$ cat src/rtl/sd_cmd_framer_pkg.sv
// Shared definitions for the SD SPI-mode command framer: FSM encodings,
// frame phases and the CRC7/R1 constants.
package sd_cmd_framer_pkg;

  typedef enum logic [3:0] {
    ST_IDLE,
    ST_LOAD,
    ST_TRIG_HI,
    ST_TRIG_LO,
    ST_WAIT_BUSY,
    ST_WAIT_IDLE,
    ST_NEXT,
    ST_POLL_CHK,
    ST_TAIL,
    ST_DONE
  } state_e;

  // Which kind of byte the shared LOAD..WAIT_IDLE byte loop is currently moving.
  typedef enum logic [1:0] {
    PH_FRAME,
    PH_POLL,
    PH_TAIL
  } phase_e;

  localparam logic [6:0] CRC7_POLY      = 7'h09;
  localparam logic [7:0] FILL_BYTE      = 8'hFF;
  localparam logic [7:0] R1_BIT7_MASK   = 8'h80;
  localparam logic [2:0] LAST_FRAME_IDX = 3'd5;

endpackage

$ cat src/rtl/sd_cmd_framer_if.sv
// Link between the command framer and the SPI byte shifter it drives.
interface sd_cmd_framer_if;
  logic       spi_cs_n_o;
  logic       sttshift_o;
  logic [7:0] ssptdat_o8;
  logic [7:0] sspsreg_i8;
  logic [7:0] sspstat_i8;

  modport master (
    output spi_cs_n_o, sttshift_o, ssptdat_o8,
    input  sspsreg_i8, sspstat_i8
  );

  modport slave (
    input  spi_cs_n_o, sttshift_o, ssptdat_o8,
    output sspsreg_i8, sspstat_i8
  );
endinterface

$ cat src/rtl/sd_cmd_framer_crc7.sv
// Bytewise combinational CRC7 (x^7 + x^3 + 1) update, MSB first.
module sd_crc7
  import sd_cmd_framer_pkg::*;
(
  input  logic [6:0] crc_in,
  input  logic [7:0] byte_in,
  output logic [6:0] crc_out
);

  logic [6:0] crc_v;
  logic       fb_v;

  always_comb begin
    crc_v = crc_in;
    fb_v  = 1'b0;
    for (int i = 7; i >= 0; i--) begin
      fb_v  = crc_v[6] ^ byte_in[i];
      crc_v = {crc_v[5:0], 1'b0};
      if (fb_v) crc_v = crc_v ^ CRC7_POLY;
    end
    crc_out = crc_v;
  end

endmodule

$ cat src/rtl/sd_cmd_framer.sv
// SD SPI-mode command framer: sends the 6-byte command frame, polls for R1,
// then clocks one trailing fill byte before releasing chip select.
module sd_cmd_framer
  import sd_cmd_framer_pkg::*;
#(
  parameter int TRIG_W  = 4,
  parameter int BUSY_TO = 4095,
  parameter int NCR_MAX = 8
) (
  input  logic                  clk_i,
  input  logic                  rst_n_i,
  input  logic                  cmd_start_i,
  input  logic [5:0]            cmd_idx_i6,
  input  logic [31:0]           cmd_arg_i32,
  output logic                  busy_o,
  output logic                  done_o,
  output logic [7:0]            resp_o8,
  output logic                  tout_o,
  sd_cmd_framer_if.master       spi
);

  localparam int TW = $clog2(TRIG_W + 1);
  localparam int OW = $clog2(BUSY_TO + 1);

  state_e      state_q, state_d;
  phase_e      phase_q, phase_d;
  logic [5:0]  idx_q, idx_d;
  logic [31:0] arg_q, arg_d;
  logic [6:0]  crc_q, crc_d, crc_next;
  logic [2:0]  byte_idx_q, byte_idx_d;
  logic [3:0]  poll_cnt_q, poll_cnt_d;
  logic [TW-1:0] trig_cnt_q, trig_cnt_d;
  logic [OW-1:0] to_cnt_q, to_cnt_d;
  logic [7:0]  resp_q, resp_d;
  logic        tout_q, tout_d;
  logic        cs_n_q, cs_n_d;
  logic [7:0]  dat_q, dat_d;
  logic [7:0]  frame_byte;
  logic        shifter_idle;
  logic        unused_stat;

  assign shifter_idle = spi.sspstat_i8[0];
  assign unused_stat  = ^spi.sspstat_i8[7:1];

  always_comb begin
    case (byte_idx_q)
      3'd0:    frame_byte = {2'b01, idx_q};
      3'd1:    frame_byte = arg_q[31:24];
      3'd2:    frame_byte = arg_q[23:16];
      3'd3:    frame_byte = arg_q[15:8];
      3'd4:    frame_byte = arg_q[7:0];
      default: frame_byte = {crc_q, 1'b1};
    endcase
  end

  sd_crc7 u_crc7 (
    .crc_in  (crc_q),
    .byte_in (frame_byte),
    .crc_out (crc_next)
  );

  always_comb begin
    // NOTE: every variable gets its hold value first so no path through the
    // case statement can leave one unassigned and infer a latch.
    state_d    = state_q;
    phase_d    = phase_q;
    idx_d      = idx_q;
    arg_d      = arg_q;
    crc_d      = crc_q;
    byte_idx_d = byte_idx_q;
    poll_cnt_d = poll_cnt_q;
    trig_cnt_d = trig_cnt_q;
    to_cnt_d   = to_cnt_q;
    resp_d     = resp_q;
    tout_d     = tout_q;
    cs_n_d     = cs_n_q;
    dat_d      = dat_q;

    case (state_q)
      ST_IDLE: begin
        if (cmd_start_i) begin
          idx_d      = cmd_idx_i6;
          arg_d      = cmd_arg_i32;
          cs_n_d     = 1'b0;
          byte_idx_d = 3'd0;
          poll_cnt_d = 4'd0;
          crc_d      = 7'd0;
          phase_d    = PH_FRAME;
          tout_d     = 1'b0;
          resp_d     = FILL_BYTE;
          state_d    = ST_LOAD;
        end
      end
      ST_LOAD: begin
        trig_cnt_d = '0;
        state_d    = ST_TRIG_HI;
        if (phase_q == PH_FRAME) begin
          dat_d = frame_byte;
          // The CRC byte itself is not folded into the running CRC.
          if (byte_idx_q != LAST_FRAME_IDX) crc_d = crc_next;
        end else begin
          dat_d = FILL_BYTE;
        end
      end
      ST_TRIG_HI: begin
        if (trig_cnt_q == TW'(TRIG_W - 1)) state_d = ST_TRIG_LO;
        else                               trig_cnt_d = trig_cnt_q + 1'b1;
      end
      ST_TRIG_LO: begin
        to_cnt_d = '0;
        state_d  = ST_WAIT_BUSY;
      end
      ST_WAIT_BUSY: begin
        if (!shifter_idle) begin
          state_d = ST_WAIT_IDLE;
        end else if (to_cnt_q == OW'(BUSY_TO - 1)) begin
          // A hung shifter during the tail byte must not loop back into TAIL.
          tout_d = 1'b1;
          if (phase_q == PH_TAIL) begin
            cs_n_d  = 1'b1;
            state_d = ST_DONE;
          end else begin
            state_d = ST_TAIL;
          end
        end else begin
          to_cnt_d = to_cnt_q + 1'b1;
        end
      end
      ST_WAIT_IDLE: begin
        if (shifter_idle) state_d = ST_NEXT;
      end
      ST_NEXT: begin
        case (phase_q)
          PH_FRAME: begin
            if (byte_idx_q == LAST_FRAME_IDX) phase_d = PH_POLL;
            else                              byte_idx_d = byte_idx_q + 3'd1;
            state_d = ST_LOAD;
          end
          PH_POLL: state_d = ST_POLL_CHK;
          default: begin
            cs_n_d  = 1'b1;
            state_d = ST_DONE;
          end
        endcase
      end
      ST_POLL_CHK: begin
        if (poll_cnt_q != 4'hF) poll_cnt_d = poll_cnt_q + 4'd1;
        if ((spi.sspsreg_i8 & R1_BIT7_MASK) == 8'h00) begin
          resp_d  = spi.sspsreg_i8;
          state_d = ST_TAIL;
        end else if (int'(poll_cnt_q) + 1 >= NCR_MAX) begin
          resp_d  = FILL_BYTE;
          tout_d  = 1'b1;
          state_d = ST_TAIL;
        end else begin
          state_d = ST_LOAD;
        end
      end
      ST_TAIL: begin
        phase_d = PH_TAIL;
        state_d = ST_LOAD;
      end
      ST_DONE:  state_d = ST_IDLE;
      default:  state_d = ST_IDLE;
    endcase
  end

  always_ff @(posedge clk_i or negedge rst_n_i) begin
    if (!rst_n_i) begin
      state_q    <= ST_IDLE;
      phase_q    <= PH_FRAME;
      idx_q      <= '0;
      arg_q      <= '0;
      crc_q      <= '0;
      byte_idx_q <= '0;
      poll_cnt_q <= '0;
      trig_cnt_q <= '0;
      to_cnt_q   <= '0;
      resp_q     <= FILL_BYTE;
      tout_q     <= 1'b0;
      cs_n_q     <= 1'b1;
      dat_q      <= FILL_BYTE;
    end else begin
      // NOTE: non-blocking assignments so every flop samples the pre-edge
      // value of every other flop, independent of statement order.
      state_q    <= state_d;
      phase_q    <= phase_d;
      idx_q      <= idx_d;
      arg_q      <= arg_d;
      crc_q      <= crc_d;
      byte_idx_q <= byte_idx_d;
      poll_cnt_q <= poll_cnt_d;
      trig_cnt_q <= trig_cnt_d;
      to_cnt_q   <= to_cnt_d;
      resp_q     <= resp_d;
      tout_q     <= tout_d;
      cs_n_q     <= cs_n_d;
      dat_q      <= dat_d;
    end
  end

  // Decoded straight from the state flop: the trigger can only be high in TRIG_HI.
  assign spi.sttshift_o = (state_q == ST_TRIG_HI);
  assign spi.spi_cs_n_o = cs_n_q;
  assign spi.ssptdat_o8 = dat_q;
  assign busy_o         = (state_q != ST_IDLE) && (state_q != ST_DONE);
  assign done_o         = (state_q == ST_DONE);
  assign resp_o8        = resp_q;
  assign tout_o         = tout_q;

endmodule

$ cat src/flat_wrapper.sv
// flat-port wrapper written by rule: the top's interface ports become plain ports
module sd_cmd_framer_flat import sd_cmd_framer_pkg::*;
#(
  parameter int TRIG_W  = 4,
  parameter int BUSY_TO = 4095,
  parameter int NCR_MAX = 8
)
  (clk_i, rst_n_i, cmd_start_i, cmd_idx_i6, cmd_arg_i32, busy_o, done_o, resp_o8, tout_o, spi_spi_cs_n_o, spi_sttshift_o, spi_ssptdat_o8, spi_sspsreg_i8, spi_sspstat_i8);
  sd_cmd_framer_if spi_i ();
  input  logic clk_i;
  input  logic rst_n_i;
  input  logic cmd_start_i;
  input  logic [5:0] cmd_idx_i6;
  input  logic [31:0] cmd_arg_i32;
  output logic busy_o;
  output logic done_o;
  output logic [7:0] resp_o8;
  output logic tout_o;
  output wire logic [$bits(spi_i.spi_cs_n_o)-1:0] spi_spi_cs_n_o;
  output wire logic [$bits(spi_i.sttshift_o)-1:0] spi_sttshift_o;
  output wire logic [$bits(spi_i.ssptdat_o8)-1:0] spi_ssptdat_o8;
  input wire logic [$bits(spi_i.sspsreg_i8)-1:0] spi_sspsreg_i8;
  input wire logic [$bits(spi_i.sspstat_i8)-1:0] spi_sspstat_i8;
  assign spi_spi_cs_n_o = spi_i.spi_cs_n_o;
  assign spi_sttshift_o = spi_i.sttshift_o;
  assign spi_ssptdat_o8 = spi_i.ssptdat_o8;
  assign spi_i.sspsreg_i8 = spi_sspsreg_i8;
  assign spi_i.sspstat_i8 = spi_sspstat_i8;
  sd_cmd_framer #(.TRIG_W(TRIG_W), .BUSY_TO(BUSY_TO), .NCR_MAX(NCR_MAX)) u_core (.clk_i(clk_i), .rst_n_i(rst_n_i), .cmd_start_i(cmd_start_i), .cmd_idx_i6(cmd_idx_i6), .cmd_arg_i32(cmd_arg_i32), .busy_o(busy_o), .done_o(done_o), .resp_o8(resp_o8), .tout_o(tout_o), .spi(spi_i));
endmodule
$ cat config.mk
export PLATFORM = sky130hd
export DESIGN_NAME = sd_cmd_framer_flat
export DESIGN_NICKNAME = d
export VERILOG_FILES = /design/src/rtl/sd_cmd_framer_pkg.sv /design/src/rtl/sd_cmd_framer_if.sv /design/src/rtl/sd_cmd_framer_crc7.sv /design/src/rtl/sd_cmd_framer.sv /design/src/flat_wrapper.sv
export SDC_FILE = /design/constraint.sdc
export NUM_CORES = 1
export LEC_CHECK = 0
export CELL_PAD_IN_SITES_DETAIL_PLACEMENT = 0
export CELL_PAD_IN_SITES_GLOBAL_PLACEMENT = 1
export CORE_ASPECT_RATIO = 2
export CORE_UTILIZATION = 41
export CTS_CLUSTER_DIAMETER = 120
export DETAILED_ROUTE_END_ITERATION = 12
export GPL_ROUTABILITY_DRIVEN = 1
export GPL_TIMING_DRIVEN = 1
export PLACE_DENSITY_LB_ADDON = 0.2
export SLEW_MARGIN = 10
export SYNTH_ARGS = -nofsm -noshare
export SYNTH_HDL_FRONTEND = slang
export SYNTH_HIERARCHICAL = 1
export SYNTH_SLANG_ARGS = --single-unit
$ cat constraint.sdc
create_clock -name clk_i -period 3.5 [get_ports clk_i]
set_input_delay 0.7 -clock clk_i [delete_from_list [all_inputs] [get_ports clk_i]]
set_output_delay 0.7 -clock clk_i [all_outputs]
set_load 0.1 [all_outputs]
==> flow_metrics.tcl <==
set metrics [dict create \
    synthFlopType "dfrtp_1" \
    rsz0062_at_grt "no" \
    ant_nets 0 \
    critPathBufInv 0 \
    pin_count 78 \
    via_per_inst 5.23 \
    worst_pin_slew_ns 1.08 \
    fin_crit_ns 2.96 \
    netlist.area_leader.share 0.398 \
    yosysTopAreaCell "dfrtp_1" \
    ir_worst_vdd_v 0.000476 \
    setup_viol 0 \
    first_iter_violations 177 \
    fp-row-count 54 \
    grt_max_degree 85 \
    antenna_found_initial 0 \
    grt_pass1_vias 3774 \
    cts_setup_buffers 0 \
    maxSlewHeadroom 0.277 \
    clk_pin_slew_ns 0.07 \
    power_density_nw_per_um2 923 \
    async_flop_share 1.00 \
    fin_worst_skew_ns 0.00729 \
    yosys.cell_count.top_type "nand2_1" \
    critical_path.startpoint_type "flip-flop" \
    yosys-top-cells-count "159 x nand2_1, 74 x dfrtp_1, 28 x nor2_1" \
    drive_gt1_frac 0.143 \
    status "complete, no violations" \
    syn_area_per_cell_um2 9.26 \
    hold_ws_ns 0.473 \
    core_region_area_um2 11000 \
    cts-hold-fix-buffers 0 \
    root_buffer "clkbuf_16" \
    critPathTopFamily "compound AO/OA/AOI/OAI gates" \
    cts_buffer_depth 2 \
    hold_path_class "reg2reg" \
    yosys.cell_types.count 57 \
    clk_latency_ns 0.34 \
    post_cts_resized 0 \
    dp_hpwl_mm 7.98 \
    cp_data_arrival_time_ns 3.17 \
    cp_cell_sequence "ha_1 -> ha_1 -> nor2_1 -> o21ai_1 -> a41oi_1 -> xnor2_1 -> xnor3_1 -> nand2_1 -> o21ai_0" \
    synth_nets 571 \
    gp_congestion 0.833 \
    synthCells 503 \
    p_leak_nw 2.62 \
    synth_edf_count 0 \
    critPathSlowestCell "o21ai_1" \
    portBuffers 70 \
    power_mw 5.31 \
    drcViolationCount 0 \
    drv_cap 0 \
    initial_core_util 0.423 \
    pre_cts_slack_ns 0.530 \
    place_area_um2 5440 \
    syn_area_um2 4660 \
    cpPeakStageDelay_ns 0.50 \
    hold_viol 0 \
    dieArea_um2 11800 \
    cts_tree "yes" \
    yosysSeqAreaShare 0.493 \
    nets 635 \
    grt_overflow 0 \
    gr-usage-all-layers 0.202 \
    wl_per_cell_um 15.7 \
    drtPass1Iterations 4 \
    clock_sinks 91 \
    postLayoutCellArea_um2 5750 \
    cts_buffers 9 \
    max_freq_mhz 338 \
    ys_ff_latch 91 \
    grt_first_pass_wirelength_mm 18.5 \
    die_w_um 77.4 \
    finalSetupTns_ns 0 \
    maxSlewViolCount 0 \
    fin_crit_sh 0.844 \
    yosysWarnings 6 \
    vias 3726 \
    endpoint_kind "flip-flop" \
    syn_to_final_growth_pct 23.5 \
    wl_mm 11.1 \
    cp_common_cell "ha_1" \
    crit_required_ns 3.71 \
    worst-setup-path-type "reg2reg" \
    n_antenna_cell 0 \
    crit_fanout 15 \
    reg2reg_slack_ns 0.54 \
    h-tree-depth 3 \
    finalWorstSetupSlack_ns 0.545 \
    synth_area_leaders "dfrtp_1 40%, nand2_1 13%, dfstp_2 9.6%" \
    dieHeight_um 153 \
]
[tightest hold or removal path: stages, from the launching register on]
cell and delay [ns]:
dfrtp_1 0.34, nand2_1 0.05, nand2_1 0.05
[final cells by class]
cell class | instances | area (µm²)
Fill cell | 1069 | 5260
Sequential cell | 91 | 2300
Multi-Input combinational cell | 375 | 2210
Timing Repair Buffer | 80 | 723
Clock buffer | 11 | 253
Tap cell | 140 | 175
Clock inverter | 5 | 60.1
Inverter | 10 | 37.5
[power by group]
part	total (mW)	internal, mW	leakage, nW	switching, mW
combinational	2.57	1.01	1.32	1.56
sequential	1.73	1.44	1.14	0.298
clock	1.00	0.595	0.152	0.410
total	5.31	3.04	2.62	2.27
[cells in the final DEF (no fill, tap or decap), types with 9 or more instances in the layout]
cell               n
a21oi_1           10
buf_4             31
clkbuf_16          9
clkdlybuf4s50_1   49
dfrtp_1           74
dfstp_2           17
ha_1              11
inv_1             10
nand2_1          159
nand3_1           16
nor2_1            28
o21ai_0           21
o22a_1            15
xnor2_1           15
[kinds of logic after synthesis]
logic type	count (synthesis)	synth area share
AO/OA/AOI/OAI	80	0.122
XOR/XNOR	25	0.0604
adder cells (fa/ha/maj)	11	0.0295
buffers and inverters	37	0.0341
flip-flops	91	0.493
multiplexers	11	0.0255
AND/OR/NAND/NOR	248	0.235
[path summary, 6_finish.rpt]
| kind | depth (start not counted) | endpoint | from |
|---|---|---|---|
| setup / recovery | 9 | u_core/crc_q[6] | u_core/byte_idx_q[0] |
| hold / removal | 2 | u_core/idx_q[5] | u_core/idx_q[5] |
| setup reg to reg | 9 | u_core/crc_q[6] | u_core/byte_idx_q[0] |
| hold reg to reg | 2 | u_core/idx_q[5] | u_core/idx_q[5] |
| max in group asynchronous | 2 | u_core/resp_o8[3] | rst_n_i |
| min in group asynchronous | 1 | u_core/state_q[3] | rst_n_i |
[per-stage QoR]
stage	util	cells
after floorplan	-	503
after global placement	0.494	696
after detailed placement	0.494	696
after CTS	0.522	712
after global routing	0.522	712
final	0.522	712
[registers in the layout (all words and copies together) (netlist names)]
name	count
u_core/phase_q	2
u_core/resp_o8	8
u_core/crc_q	7
u_core/idx_q	6
u_core/trig_cnt_q	3
u_core/tout_o	1
u_core/spi.spi_cs_n_o	1
u_core/arg_q	32
u_core/to_cnt_q	12
u_core/spi.ssptdat_o8	8
u_core/state_q	4
u_core/byte_idx_q	3
u_core/poll_cnt_q	4
[per-layer routing]
layer	global-route usage	routed length, µm
met5	0	0
met4	0.0952	194
met3	0.0275	211
met2	0.369	6220
met1	0.225	4520
No activity file was read; power rests on OpenSTA's default activity.
==> edit 1 (same flow settings) <==
Re-encode `state_e` (10 states) as one-hot, 10 bits wide.
--- a/src/rtl/sd_cmd_framer_pkg.sv
+++ b/src/rtl/sd_cmd_framer_pkg.sv
@@ -2,17 +2,17 @@
 // frame phases and the CRC7/R1 constants.
 package sd_cmd_framer_pkg;
 
-  typedef enum logic [3:0] {
-    ST_IDLE,
-    ST_LOAD,
-    ST_TRIG_HI,
-    ST_TRIG_LO,
-    ST_WAIT_BUSY,
-    ST_WAIT_IDLE,
-    ST_NEXT,
-    ST_POLL_CHK,
-    ST_TAIL,
-    ST_DONE
+  typedef enum logic [9:0] {
+    ST_IDLE      = 10'b0000000001,
+    ST_LOAD      = 10'b0000000010,
+    ST_TRIG_HI   = 10'b0000000100,
+    ST_TRIG_LO   = 10'b0000001000,
+    ST_WAIT_BUSY = 10'b0000010000,
+    ST_WAIT_IDLE = 10'b0000100000,
+    ST_NEXT      = 10'b0001000000,
+    ST_POLL_CHK  = 10'b0010000000,
+    ST_TAIL      = 10'b0100000000,
+    ST_DONE      = 10'b1000000000
   } state_e;
 
   // Which kind of byte the shared LOAD..WAIT_IDLE byte loop is currently moving.
Check against the original RTL: same outputs for any inputs over 10 cycles, from zero or initial values and one cycle with rst_n_i low; not proved beyond that.
==> edit 1 against the unedited design <==
  * Sequential cell count rose by 6
  * Highest routed layer unchanged
  * Wire length is 12% higher
  * Maximum frequency decreased by 0.82%
  * Cell count up 5.6%
  * Worst setup slack got worse by 0.024 ns
  * Clock power hardly changed
  * Synthesized cell count increased by 5.8%
  * Cell area up 7.9%
  * Clock skew is 0.00056 ns lower
  * Via count increased by 8.4%
  * Register-to-register slack gained 0.095 ns
  * Total power down 12%
  * Synthesized area up 9.0%
==> edit 1: results (changes against the unedited design) <==
status complete, no violations; sequential element share of the synthesized area 48.3% (-1.1 points); fill count 1152 (+7.8%); Worst path slowest cell nor4_1; static leakage 2.84 nW (+8.5%); WP data arrival 2.28 ns (-0.89 ns); final net count 668 (+5.2%); DRT Wirelength 12400 um (+12%); DPL Wire Length 9180 um (+15%); Largest regs u_core/arg_q x32, u_core/to_cnt_q x12, u_core/state_q x10; largest net degree at the start of global routing 98 (+15%); Cell Count Post-Placement 736 (+5.7%); synth top area cells dfrtp_1 (39%), nand2_1 (10%), dfstp_2 (9.3%); Final Skew 0.00673 ns (-0.000555 ns); vias post-DR 4039 (+8.4%); Reg with most FFs u_core/arg_q; Worst path max stage delay 0.70 ns (+0.20 ns); first-pass GRT wire length 20100 um (+8.2%); Synth cell types 56 (-1.8%); Post-Syn Nets 600 (+5.1%); Synth Instances 532 (+5.8%); Detailed Route Iter0 Violations 151 (-15%); Peak VDD IR 0.581 mV (+22%); CTS clk-pin slew, worst paths 0.07 ns (about the same); vias in the first global route 4099 (+8.6%); routability congestion estimate 0.822 (-1.4%); fraction of layout cells with a size suffix above 1 15.4% (+1.0 points); Placed Area 5900 um2 (+8.5%); GRT Total Usage 20.6% (+0.45 points); relative slew slack 22.3% (-5.4 points)
## edit 1: cell families (layout without fill, tap and decap cells)
logic type	Yosys count	count (layout)	synth area share (%)
compound gates	86	86	12.1
flops	97	97	48.3
xor+xnor	26	26	5.72
fa+ha+maj	11	11	2.71
buf+inv	51	124	4.36
simple gates	251	251	24.8
mux	10	10	2.02
## edit 1: area by class of cell
type / count / area, um2 / share of cell area [%]
clock inverters: 7 / 78.8 / 1.27
inverters: 25 / 93.8 / 1.51
multi-input cells: 384 / 2410 / 38.8
flip-flops and latches: 97 / 2450 / 39.5
clock buffers: 9 / 225 / 3.63
repair buffers: 83 / 768 / 12.4
well taps: 147 / 184 / 2.96
## edit 1: per-stage QoR
stage	util (%)	power [mW]	setup slack, ns
floorplan	-	3.17	0.0357
global placement	48.7	3.66	0.612
detailed placement	48.7	3.70	0.585
CTS	51.2	4.73	0.534
global route	51.2	4.96	0.398
finish	51.2	4.67	0.520
## edit 1: worst paths after layout
check	start	to	slack, ns	cells after the start
hold reg to reg	u_core/arg_q[3]	u_core/arg_q[3]	0.48	2
max in group asynchronous	rst_n_i	u_core/spi.ssptdat_o8[0]	2.67	2
setup reg to reg	u_core/byte_idx_q[0]	u_core/crc_q[3]	0.64	11
hold / removal	rst_n_i	u_core/crc_q[1]	0.38	2
setup / recovery	u_core/state_q[6]	spi_sttshift_o	0.52	5
min in group clk_i	u_core/arg_q[3]	u_core/arg_q[3]	0.48	2
## edit 1: power groups by stage
stage,clock [mW],sequential [mW],combinational (mW)
floorplan,0,2.00,1.17
global placement,0,1.70,1.96
detailed placement,0,1.72,1.99
CTS,1.03,1.70,2.00
global route,1.07,1.74,2.15
finish,0.999,1.69,1.97
## edit 1: per-layer routing
metal	wire length, um	vias up	GRT usage, %
li1	-	1968	-
met1	4500	1972	20.6
met2	7230	80	40.0
met3	355	19	2.46
met4	364	0	9.50
met5	0	-	0
## edit 1: worst max-delay path, delay by kind of cell, from the launching register on
kind                   cells  cell delay [ns]
buffers and inverters      3             0.61
flip-flops                 1             0.46
AND/OR/NAND/NOR            2             0.87
==> edit 2 (config.mk and constraints unchanged) <==
Without the edit above. `BUSY_TO` is set to 4095 in 2 places; all go to 2047.
--- a/src/rtl/sd_cmd_framer.sv
+++ b/src/rtl/sd_cmd_framer.sv
@@ -4,7 +4,7 @@
   import sd_cmd_framer_pkg::*;
 #(
   parameter int TRIG_W  = 4,
-  parameter int BUSY_TO = 4095,
+  parameter int BUSY_TO = 2047,
   parameter int NCR_MAX = 8
 ) (
   input  logic                  clk_i,
--- a/src/flat_wrapper.sv
+++ b/src/flat_wrapper.sv
@@ -2,7 +2,7 @@
 module sd_cmd_framer_flat import sd_cmd_framer_pkg::*;
 #(
   parameter int TRIG_W  = 4,
-  parameter int BUSY_TO = 4095,
+  parameter int BUSY_TO = 2047,
   parameter int NCR_MAX = 8
 )
   (clk_i, rst_n_i, cmd_start_i, cmd_idx_i6, cmd_arg_i32, busy_o, done_o, resp_o8, tout_o, spi_spi_cs_n_o, spi_sttshift_o, spi_ssptdat_o8, spi_sspsreg_i8, spi_sspstat_i8);
Check against the original RTL: no difference found for any inputs over 10 cycles, from zero or initial values and one cycle with rst_n_i low; that may be too few to reach the edited logic, so the function may still have changed.
==> edit 2 against the unedited design <==
  * Cell area is 0.59% lower
  * Combinational power up 9.3%
  * Sequential cell count shrank 1
  * Worst setup slack worse by 0.023 ns
  * Total power up 5.4%
  * Hold slack improved by 0.0049 ns
  * Synthesized area shrank 0.35%
  * Largest cell class unchanged
  * Wire length up 3.4%
==> edit 2: results (changes against the unedited design) <==
drt pass-1 iters 5 (+1); static leakage 2.60 nW (-0.72%); Worst Hold Class reg -> reg; htree depth 3 (unchanged); fraction of layout cells with a size suffix above 1 14.7% (+0.38 points); vias in the first global route 3784 (+0.26%); DPL Wire Length 8330 um (+4.4%); Root Buffer clkbuf_16; most common cell in the netlist nand2_1; CTS buffer count 9 (unchanged); Commonest cells post-synth nand2_1 (151), dfrtp_1 (73), o21ai_0 (26); GRT Total Usage 20.6% (+0.40 points); antenna diode count 0 (unchanged); Clock Path Buffers 2 (unchanged); first-pass GRT wire length 18600 um (+0.33%); routability congestion estimate 0.806 (-3.3%); initial antenna violation count 0 (unchanged); vias post-DR 3694 (-0.86%); Worst path slowest cell a222oi_1; crit path max fanout 9 (-6); sequential element share of the synthesized area 49.0% (-0.37 points); largest net degree at the start of global routing 85 (unchanged); final net count 627 (-1.3%); CTS clk-pin slew, worst paths 0.06 ns; # port buffers 70 (unchanged); Largest regs u_core/arg_q x32, u_core/to_cnt_q x11; postcts setup bufs 0 (unchanged); synth warn 6 (unchanged); Post-Syn Nets 564 (-1.2%); Post-synth ARST share 100% (unchanged); Peak VDD IR 0.501 mV (+5.1%); Final Skew 0.00630 ns (-0.000986 ns); clk_lat worst skew 0.34 ns (about the same); Worst path max stage delay 0.59 ns (+0.09 ns); Detailed Route Iter0 Violations 277 (+56%); DRT Wirelength 11500 um (+3.4%); Synth cell types 56 (-1.8%); synth top area cells dfrtp_1 (39%), nand2_1 (12%), dfstp_2 (9.6%); Post-CTS Resized 0 (unchanged); worst slew pin tran 1.06 ns (-0.0248 ns); WP data arrival 3.18 ns (about the same); status complete, no violations
-- edit 2: cell types whose count changed in the layout (fill, tap and decap cells not counted), moves of 3 or more --
cell,change
xnor2_1,-3
or3_1,-3
a22oi_1,+5
a31oi_1,-3
inv_1,+4
a21oi_1,-4
o21ai_0,+4
nor2_1,-9
and2_1,+3
and3_1,+4
nand2_1,-8
-- edit 2: layer usage --
layer	global-route usage, %	routed length (um)
met3	3.53	354
met5	0	0
met1	22.0	4430
met4	8.45	267
met2	38.8	6460
-- edit 2: report_power, final --
group          leakage, nW  switching, mW  internal, mW  total (mW)
combinational         1.32           1.70          1.11        2.81
sequential            1.12          0.338          1.46        1.80
clock                0.150          0.389         0.591       0.980
-- edit 2: per-stage QoR --
| step | total power, mW | cell area (um2) | std cells | setup slack [ns] |
|---|---|---|---|---|
| after floorplan | 4.04 | 4650 | 496 | 0.632 |
| after global placement | 4.60 | 5420 | 688 | 0.603 |
| after detailed placement | 4.64 | 5420 | 688 | 0.547 |
| after CTS | 5.65 | 5720 | 704 | 0.512 |
| after global routing | 5.96 | 5720 | 704 | 0.335 |
| final | 5.60 | 5720 | 704 | 0.521 |
-- edit 2: path summary, 6_finish.rpt --
check | from | end | slack (ns) | cells after the start
hold / removal | u_core/idx_q[4] | u_core/idx_q[4] | 0.48 | 2
setup / recovery | u_core/byte_idx_q[0] | u_core/crc_q[5] | 0.52 | 9
max in group asynchronous | rst_n_i | u_core/resp_o8[3] | 2.15 | 2
hold reg to reg | u_core/idx_q[4] | u_core/idx_q[4] | 0.48 | 2
min in group asynchronous | rst_n_i | u_core/arg_q[25] | 0.55 | 1
setup reg to reg | u_core/byte_idx_q[0] | u_core/crc_q[5] | 0.52 | 9
-- edit 2: layout make-up --
class	instances	area, um2
tap	140	175
multi-input combinational	364	2190
fill	1094	5230
clock inverter	3	40.0
timing repair buffer	80	723
inverter	14	52.6
sequential	90	2270
clock buffer	13	260
-- edit 2: cell families (layout without fill, tap and decap cells) --
kind of cell             after synthesis  after routing  share of synthesized area (%)
AO/OA/AOI/OAI                         87             87                           13.3
adder cells (fa/ha/maj)               11             11                           2.96
multiplexers                          14             14                           3.32
AND/OR/NAND/NOR                      231            231                           22.2
XOR/XNOR                              21             21                           5.31
buffers and inverters                 42            110                           3.85
flip-flops                            90             90                           49.0
-- edit 2: worst max-delay path, delay by kind of cell, from the launching register on --
family                     cells  cell delay, ns
xor gates and xnor gates       2            0.66
AOI/OAI and AO/OA              3            0.84
muxes                          1            0.33
and+or+nand+nor                1            0.06
DFF                            1            0.42
adders and majority gates      2            0.53
